`src/rtl/bsg_fifo_rolly_pkg.sv`:
```
// Shared types and helpers for the rolly FIFO retransmit controller.
package bsg_fifo_rolly_pkg;

    typedef enum logic [2:0] {
        e_send,
        e_wait,
        e_deq,
        e_rollback,
        e_error
    } rolly_retx_state_e;

    // Counter width that never collapses to zero bits.
    function automatic int unsigned safe_clog2(input int unsigned x);
        return (x <= 1) ? 1 : $clog2(x);
    endfunction

endpackage

```
`src/rtl/bsg_counter_clear_up.sv`:
```
// Up counter with synchronous clear that saturates at max_val_p.
module bsg_counter_clear_up
    import bsg_fifo_rolly_pkg::*;
#(
    parameter int unsigned max_val_p = 63,
    localparam int unsigned width_lp = safe_clog2(max_val_p + 1)
) (
    input  logic                clk_i,
    input  logic                reset_n_i,
    input  logic                clear_i,
    input  logic                up_i,
    output logic [width_lp-1:0] count_o
);

    localparam logic [width_lp-1:0] max_lp = width_lp'(max_val_p);

    logic [width_lp-1:0] count_q, count_d;

    always_comb begin
        count_d = count_q;
        if (clear_i) begin
            count_d = '0;
        end else if (up_i && (count_q != max_lp)) begin
            count_d = count_q + width_lp'(1);
        end
    end

    always_ff @(posedge clk_i) begin
        if (!reset_n_i) begin
            count_q <= '0;
        end else begin
            count_q <= count_d;
        end
    end

    assign count_o = count_q;

endmodule

```
`src/rtl/bsg_fifo_rolly_retx_ctrl.sv`:
```
// Drains a rolly FIFO onto a valid/ready link with a bounded unacked window and turns
// remote responses into the FIFO's deq / ack / rollback controls.
module bsg_fifo_rolly_retx_ctrl
    import bsg_fifo_rolly_pkg::*;
#(
    parameter int unsigned width_p = 8,
    parameter int unsigned window_p = 4,
    parameter int unsigned timeout_p = 64,
    parameter int unsigned max_retries_p = 3,
    localparam int unsigned cnt_width_lp = safe_clog2(window_p + 1)
) (
    input  logic                    clk_i,
    input  logic                    reset_n_i,
    input  logic [width_p-1:0]      fifo_data_i,
    input  logic                    fifo_v_i,
    output logic                    fifo_yumi_o,
    output logic                    fifo_deq_v_o,
    output logic                    fifo_ack_v_o,
    output logic                    fifo_rollback_v_o,
    output logic [width_p-1:0]      link_data_o,
    output logic                    link_v_o,
    input  logic                    link_ready_i,
    input  logic                    resp_v_i,
    input  logic [cnt_width_lp-1:0] resp_cnt_i,
    output logic                    resp_ready_o,
    output logic                    error_o
);

    localparam int unsigned timer_width_lp = safe_clog2(timeout_p);
    localparam int unsigned retry_width_lp = safe_clog2(max_retries_p + 1);
    localparam logic [cnt_width_lp-1:0]   window_lp     = cnt_width_lp'(window_p);
    localparam logic [timer_width_lp-1:0] timer_last_lp = timer_width_lp'(timeout_p - 1);
    localparam logic [retry_width_lp-1:0] retry_max_lp  = retry_width_lp'(max_retries_p);

    rolly_retx_state_e state_q, state_d;
    logic [cnt_width_lp-1:0]   out_cnt_q, out_cnt_d;
    logic [cnt_width_lp-1:0]   deq_cnt_q, deq_cnt_d;
    logic [retry_width_lp-1:0] retry_q, retry_d;
    logic [timer_width_lp-1:0] timer;

    logic link_v, yumi, deq_v, ack_v, rollback_v, resp_ready, nack;

    // Held at zero outside WAIT, so every WAIT entry starts from a fresh count.
    bsg_counter_clear_up #(
        .max_val_p(timeout_p - 1)
    ) u_timer (
        .clk_i    (clk_i),
        .reset_n_i(reset_n_i),
        .clear_i  (state_q != e_wait),
        .up_i     (state_q == e_wait),
        .count_o  (timer)
    );

    always_comb begin
        state_d    = state_q;
        out_cnt_d  = out_cnt_q;
        deq_cnt_d  = deq_cnt_q;
        retry_d    = retry_q;
        link_v     = 1'b0;
        yumi       = 1'b0;
        deq_v      = 1'b0;
        ack_v      = 1'b0;
        rollback_v = 1'b0;
        resp_ready = 1'b0;
        nack       = 1'b0;

        unique case (state_q)
            e_send: begin
                link_v    = fifo_v_i && (out_cnt_q < window_lp);
                yumi      = link_v && link_ready_i;
                out_cnt_d = out_cnt_q + cnt_width_lp'(yumi);
                if ((out_cnt_d == window_lp) || (!fifo_v_i && (out_cnt_d != '0))) begin
                    state_d = e_wait;
                end
            end
            e_wait: begin
                resp_ready = 1'b1;
                // A response arriving on the timeout cycle takes precedence.
                if (resp_v_i) begin
                    if (resp_cnt_i == out_cnt_q) begin
                        ack_v     = 1'b1;
                        out_cnt_d = '0;
                        retry_d   = '0;
                        state_d   = e_send;
                    end else if (resp_cnt_i != '0) begin
                        deq_cnt_d = resp_cnt_i;
                        out_cnt_d = out_cnt_q - resp_cnt_i;
                        retry_d   = '0;
                        state_d   = e_deq;
                    end else begin
                        nack = 1'b1;
                    end
                end else if (timer == timer_last_lp) begin
                    nack = 1'b1;
                end
                if (nack) begin
                    if (retry_q == retry_max_lp) begin
                        state_d = e_error;
                    end else begin
                        retry_d = retry_q + retry_width_lp'(1);
                        state_d = e_rollback;
                    end
                end
            end
            e_deq: begin
                deq_v     = 1'b1;
                deq_cnt_d = deq_cnt_q - cnt_width_lp'(1);
                if (deq_cnt_d == '0) begin
                    state_d = e_rollback;
                end
            end
            e_rollback: begin
                rollback_v = 1'b1;
                out_cnt_d  = '0;
                state_d    = e_send;
            end
            e_error: begin
                state_d = e_error;
            end
            default: begin
                state_d = e_error;
            end
        endcase
    end

    always_ff @(posedge clk_i) begin
        if (!reset_n_i) begin
            state_q   <= e_send;
            out_cnt_q <= '0;
            deq_cnt_q <= '0;
            retry_q   <= '0;
        end else begin
            state_q   <= state_d;
            out_cnt_q <= out_cnt_d;
            deq_cnt_q <= deq_cnt_d;
            retry_q   <= retry_d;
        end
    end

    // Everything is forced quiet while reset is applied.
    assign link_v_o          = reset_n_i && link_v;
    assign link_data_o       = reset_n_i ? fifo_data_i : '0;
    assign fifo_yumi_o       = reset_n_i && yumi;
    assign fifo_deq_v_o      = reset_n_i && deq_v;
    assign fifo_ack_v_o      = reset_n_i && ack_v;
    assign fifo_rollback_v_o = reset_n_i && rollback_v;
    assign resp_ready_o      = reset_n_i && resp_ready;
    assign error_o           = reset_n_i && (state_q == e_error);

    always @(posedge clk_i) begin
        if (reset_n_i) begin
            assert ($onehot0({deq_v, ack_v, rollback_v}))
                else $error("more than one FIFO control asserted");
            assert (!(deq_v || ack_v) || (out_cnt_q != '0))
                else $error("deq/ack with nothing outstanding");
            assert (!yumi || fifo_v_i)
                else $error("yumi without FIFO valid");
            assert (!((state_q == e_wait) && resp_v_i) || (resp_cnt_i <= out_cnt_q))
                else $error("response acks more words than outstanding");
        end
    end

endmodule

```
`config.mk`:
```
export PLATFORM = sky130hd
export DESIGN_NAME = bsg_fifo_rolly_retx_ctrl
export DESIGN_NICKNAME = d
export VERILOG_FILES = /design/src/rtl/bsg_fifo_rolly_pkg.sv /design/src/rtl/bsg_counter_clear_up.sv /design/src/rtl/bsg_fifo_rolly_retx_ctrl.sv
export SDC_FILE = /design/constraint.sdc
export NUM_CORES = 1
export LEC_CHECK = 0
export ABC_AREA = 1
export BUFFER_PORTS_ARGS = -buffer_cell sky130_fd_sc_hd__buf_2
export CAP_MARGIN = 20
export CORE_MARGIN = 4
export CORE_UTILIZATION = 47
export DETAILED_ROUTE_END_ITERATION = 16
export PLACE_DENSITY = 0.77
export SYNTH_ARGS = -nofsm -noshare
export SYNTH_HDL_FRONTEND = slang
export SYNTH_SLANG_ARGS = --single-unit
```
`constraint.sdc`:
```
create_clock -name clk_i -period 1.8 [get_ports clk_i]
set_input_delay 0.09 -clock clk_i [delete_from_list [all_inputs] [get_ports clk_i]]
set_output_delay 0.09 -clock clk_i [all_outputs]
set_load 0.01 [all_outputs]
```
* Word level (Yosys, flattened, before mapping)
Index checks and enable logic that the tools add are counted.
** Storage, ports and cells
- Register bits :: 17
- Input bits :: 16
- Output and inout port bits :: 15
- Word-level logic and storage cells :: 88
** Cells by class
- Add/subtract/negate cells :: 5
- Order comparisons :: 1
- Eq/ne operators :: 18
- Multiplexer cells :: 35
- Bitwise gates (word level) :: 1
- Reduce and logical (&&, ||, !) cells :: 23
** Operator list (number)
- $mux 3 :: 13
- $mux 1 :: 13
- $pmux 3 s4 :: 1
- $logic_and 1x1->1 :: 11
- $mux 2 :: 5
- $ne 2x2->1 const B :: 5
- $pmux 3 s3 :: 1
- $reduce_bool 3->1 :: 3
- $mux 8 :: 1
- $reduce_and 4->1 :: 2
- $add 6x1->6 const B :: 1
- $eq 3x2->1 const B :: 2
- $eq 3x3->1 const B :: 2
- $eq 6x6->1 const B :: 1
- $logic_not 3->1 :: 2
- $ne 3x3->1 const B :: 2
- $ne 6x6->1 const B :: 1
- $pmux 3 s2 :: 1
- $ne 4x4->1 const B :: 1
- $add 3x1->3 :: 1
- $eq 3x1->1 const B :: 1
- $eq 3x3->1 :: 1
- $lt 3x3->1 const B :: 1
- $ne 3x1->1 const B :: 1
- 10 further kinds :: 10

* Longest topological paths before layout
- Word-level depth :: 9
- Gate-level depth with buffers :: 12
- Mapped depth without buffers :: 12

* Cells and area by module
A second synthesis with hierarchy kept.
** Unflattened totals
- Cell total of the unflattened synthesis :: 228
- Area total of the unflattened synthesis :: 1408.9 µm²
** By module, submodules not included
- bsg_fifo_rolly_retx_ctrl :: instances 1, cells each 171, area each 1029.7 µm², seq. area each 220.2 µm²
- bsg_counter_clear_up :: instances 1, cells each 57, area each 379.1 µm², seq. area each 120.1 µm²

* Worst setup path before layout
No wires, ideal clock.
- Path kind :: flip-flop to flip-flop
- From :: register out_cnt_q[2]
- To :: register state_q[1]
- Setup time :: 0.117 ns
- Data arrival time :: 1.606 ns
- Data required time :: 1.683 ns
- Setup slack :: 0.077 ns
- Stages on the path, launching flop included :: 12
- Buffers on the path :: 0
- Period minus slack after synthesis :: 1.723 ns
- Path through :: dfxtp_1 inv_2 nand2_1 nor2_1 ha_1 ha_1 inv_1 nand2_1 o21ai_0 nand3_1 nor2_1 a21oi_1
** On the way
- Longest elaborated chain between the ends :: 9
- Elaborated cells between the ends (all ways) :: 20
- Classes of those cells :: 1 x add/sub; 1 x order compare; 5 x eq/ne; 7 x mux; 6 x reduce/logical
** Ends and longest elaborated chain
- from (decl) :: line bsg_fifo_rolly_retx_ctrl.sv:36 : logic [cnt_width_lp-1:0] out_cnt_q, out_cnt_d;
- from (signal assigned) :: line bsg_fifo_rolly_retx_ctrl.sv:134 : out_cnt_q <= out_cnt_d;
- $lt 3x3->1 :: line bsg_fifo_rolly_retx_ctrl.sv:69 : link_v = fifo_v_i && (out_cnt_q < window_lp);
- $logic_and 1x1->1 :: line bsg_fifo_rolly_retx_ctrl.sv:69
- $logic_and 1x1->1 :: line bsg_fifo_rolly_retx_ctrl.sv:70 : yumi = link_v && link_ready_i;
- $add 3x1->3 :: line bsg_fifo_rolly_retx_ctrl.sv:71 : out_cnt_d = out_cnt_q + cnt_width_lp'(yumi);
- $reduce_bool 3->1 :: line bsg_fifo_rolly_retx_ctrl.sv:72 : if ((out_cnt_d == window_lp) || (!fifo_v_i && (out_cnt_d != '0))) begin
- $logic_and 1x1->1 :: line bsg_fifo_rolly_retx_ctrl.sv:72
- $logic_or 1x1->1 :: line bsg_fifo_rolly_retx_ctrl.sv:72
- $ne 2x2->1 (no line)
- $reduce_and 4->1 (no line)
- to (signal assigned) :: line bsg_fifo_rolly_retx_ctrl.sv:128 : state_q <= e_send;
- to (signal assigned) :: line bsg_fifo_rolly_retx_ctrl.sv:133 : state_q <= state_d;
- to (decl) :: line bsg_fifo_rolly_retx_ctrl.sv:35 : rolly_retx_state_e state_q, state_d;
Several ways; a longest one is shown, not always the timed one. The select of a mux whose other input is x is not followed.
A chain may end at the register's enable or synchronous reset.

* Worst setup path after layout
Ends and elaborated chain as after synthesis.

==> run metrics <==
status=finished, final reports clean; Max stage delay on crit path=0.34 ns; Crit-path slowest cell=dfxtp_2; # setup viols final=0; Detailed Route Iter0 Violations=55; largest family of logic cells by synthesized area=simple AND/OR/NAND/NOR gates; kind of critical path=reg2reg; period utilization=0.926; FFs w/ async S/R, synth=0; PortBufs=30; Pre-Repair DR Iteration Count=4; P per Cell Area=1270 nW/um2; Slew headroom=0.771; Critical Path Sink Type=flip-flop; Pleak=0.797 nW; layout cells sized above 1=0.220; # Max-Cap Violations=0; initial antenna violation count=0; CTS Buffer Depth=2; top-count cell post-synth=nand2_1; cell count after placement=253; Hold Path End=deq_cnt_q[2]$_SDFFE_PN0P_; Synth Register Bits=17; vias per cell=4.82; WL final=2550 um; Total Routing Usage GR=0.161; R2R Setup Slk=0.13 ns; # DRC=0; dominant synthesized flop cell=dfxtp_1; Setup Buffers After CTS=0; post-synth top area cell=dfxtp_1; core area=2480 um2; Synth Area in Compound Gates=0.120; largest net degree at the start of global routing=19; Yosys Warn Count=0; CTS tree=done; Buf+Inv Stages, Crit Path=3; delay-heaviest family, CP=adder cells; FMAX=600 MHz; min cycle time layout=1.67 ns; mux contribution to synthesized area=0; r2r worst-path depth=12; Mapped Area=1230 um2; die width=59.1 um; DP Wirelength=2090 um; Pins Over Slew Limit=0; Routed WL per cell=9.90 um; register area share after synthesis=0.277; Final Skew=0.000770 ns; CTS clock-pin slew for the worst setup and hold paths=0.10 ns; final net count=253; Boundary Pins=31; # diodes=0; synth top area cells=dfxtp_1 28%, nand2_1 14%, inv_1 11%, ha_1 8.1%, nor2_1 6.7%; CTS Buf Count=3; XOR/XNOR share of the synthesized area=0.0428; RSZ-0062 raised after global routing=false; chip height=59.1 um; worst skew pair latency=0.29 ns; Mean Syn Cell Area=6.37 um2; FP Rows=18; Initial Util=0.496; CP Data Required Time=1.99 ns; reg-to-reg startpoint=out_cnt_q[2]$_SDFFE_PN0P_; R2R Path End=state_q[1]$_SDFFE_PN0P_; CP Max Fanout=4; hold depth=3; GRT Residual Overflow=0; Hold Path Origin=resp_cnt_i[2]; routed via count=1239; Core Util, Final=0.587; synthesized-area fraction occupied by adder cells=0.0978; Routed Antenna Nets=0; gpl congestion=0.861; Final Total Pwr=1.85 mW; vias in the first global route=1137; setup TNS=0 ns; synthesized instance count=193; die area=3500 um2; worst path cell trace=inv_2 -> nand2_1 -> nor2_1 -> ha_1 -> ha_1 -> inv_1 -> nand2_1 -> a21oi_1 -> o21ai_1 -> buf_4 -> nand3_1 -> a21oi_1; CP Launch Type=flip-flop; synth cell count leaders=46 x nand2_1, 35 x inv_1, 22 x nor2_1, 17 x dfxtp_1, 13 x a21oi_1; number of fill cells=249; Syn Nets=218; Post-synth EDFFs=0; global-route wire length before repair=4490 um; actual slew at the worst max-slew pin=0.341 ns; Worst Path Arrival=1.86 ns; clk root buf=clkbuf_4; Finished Layout Cells=257; Post-Synth Simple-Gate Area=0.337; Hold Path Class=in2reg; VDD IR max=902 uV; # clock sinks=17; Synth-to-Final Area Change=18.4%; final hold violations=0; H-tree depth=1; Synth top area share=0.277; number of library cell types mapped by synthesis=27
[cell type report]
class / count / area (um2) / share of cell area
repair buffers: 32 / 165 / 0.113
inverters: 38 / 145 / 0.0997
clock inverters: 1 / 5.00 / 0.00344
clock buffers: 3 / 22.5 / 0.0155
well taps: 30 / 37.5 / 0.0258
multi-input cells: 136 / 737 / 0.506
flip-flops and latches: 17 / 343 / 0.236
[layer usage]
metal	track usage	share of wire	up-vias
met2	0.254	0.44	36
met4	0.0680	0.011	0
met1	0.220	0.48	531
li1	-	-	670
met3	0.0196	0.060	2
met5	0	0	-
[cell families after synthesis]
kind of cell / count (synthesis)
compound gates: 28
xor+xnor: 6
fa+ha+maj: 9
buf+inv: 40
flops: 17
simple gates: 93
[metrics by stage]
| stage | hold WS [ns] | worst slack (ns) | cell area, um2 |
|---|---|---|---|
| finish | 0.145 | 0.134 | 1460 |
| global route | 0.149 | 0.00329 | 1460 |
| CTS | 0.130 | 0.0498 | 1450 |
| detailed placement | 0.441 | 0.0699 | 1420 |
| global placement | 0.443 | 0.130 | 1420 |
| floorplan | 0.269 | 0.0768 | 1230 |
[worst register-to-register path: cells and delay by family, from the launching register on]
| kind | cells | cell delay (ns) |
|---|---|---|
| compound gates | 3 | 0.26 |
| fa+ha+maj | 2 | 0.44 |
| buf+inv | 3 | 0.26 |
| flops | 1 | 0.34 |
| simple gates | 4 | 0.27 |
[layout by cell type (no fill, tap or decap), drive strengths merged]
| cell | count |
|---|---|
| inv | 38 |
| a21oi | 13 |
| nand3 | 11 |
| ha | 8 |
| dfxtp | 17 |
| xor2 | 2 |
| or2 | 1 |
| nand2 | 48 |
| fa | 1 |
| xnor2 | 4 |
| clkbuf | 3 |
| nand4 | 3 |
| clkinv | 1 |
| buf | 32 |
| nor2 | 25 |
| o21ai | 12 |
| nor3 | 3 |
| nor4 | 2 |
| o22ai | 3 |
[flip-flops by register name, summed over array words and instances, names as in the netlist]
signal           count
retry_q              2
u_timer.count_o      6
out_cnt_q            3
deq_cnt_q            3
state_q              3
[repair_timing]
item,in CTS,in global routing
hold buffers,0,0
resized for setup,0,5
setup endpoints to repair,0,4
[where the power goes]
group | switching [mW] | internal (mW) | leakage [nW]
clock network | 0.123 | 0.0826 | 0.0177
registers | 0.0807 | 0.477 | 0.139
logic | 0.674 | 0.415 | 0.640
[worst max path at each step]
stage                                    from                      end  slack, ns  cells past startpoint
global route        out_cnt_q[2]$_SDFFE_PN0P_  state_q[1]$_SDFFE_PN0P_      0.003                     12
finish              out_cnt_q[2]$_SDFFE_PN0P_  state_q[1]$_SDFFE_PN0P_       0.13                     12
global placement    out_cnt_q[2]$_SDFFE_PN0P_  state_q[1]$_SDFFE_PN0P_       0.13                     11
CTS                 out_cnt_q[2]$_SDFFE_PN0P_  state_q[1]$_SDFFE_PN0P_       0.05                     11
detailed placement  out_cnt_q[2]$_SDFFE_PN0P_  state_q[1]$_SDFFE_PN0P_       0.07                     11
floorplan           out_cnt_q[2]$_SDFFE_PN0P_  state_q[1]$_SDFFE_PN0P_       0.08                     11
Note: power is estimated with default switching activity, not from simulation.
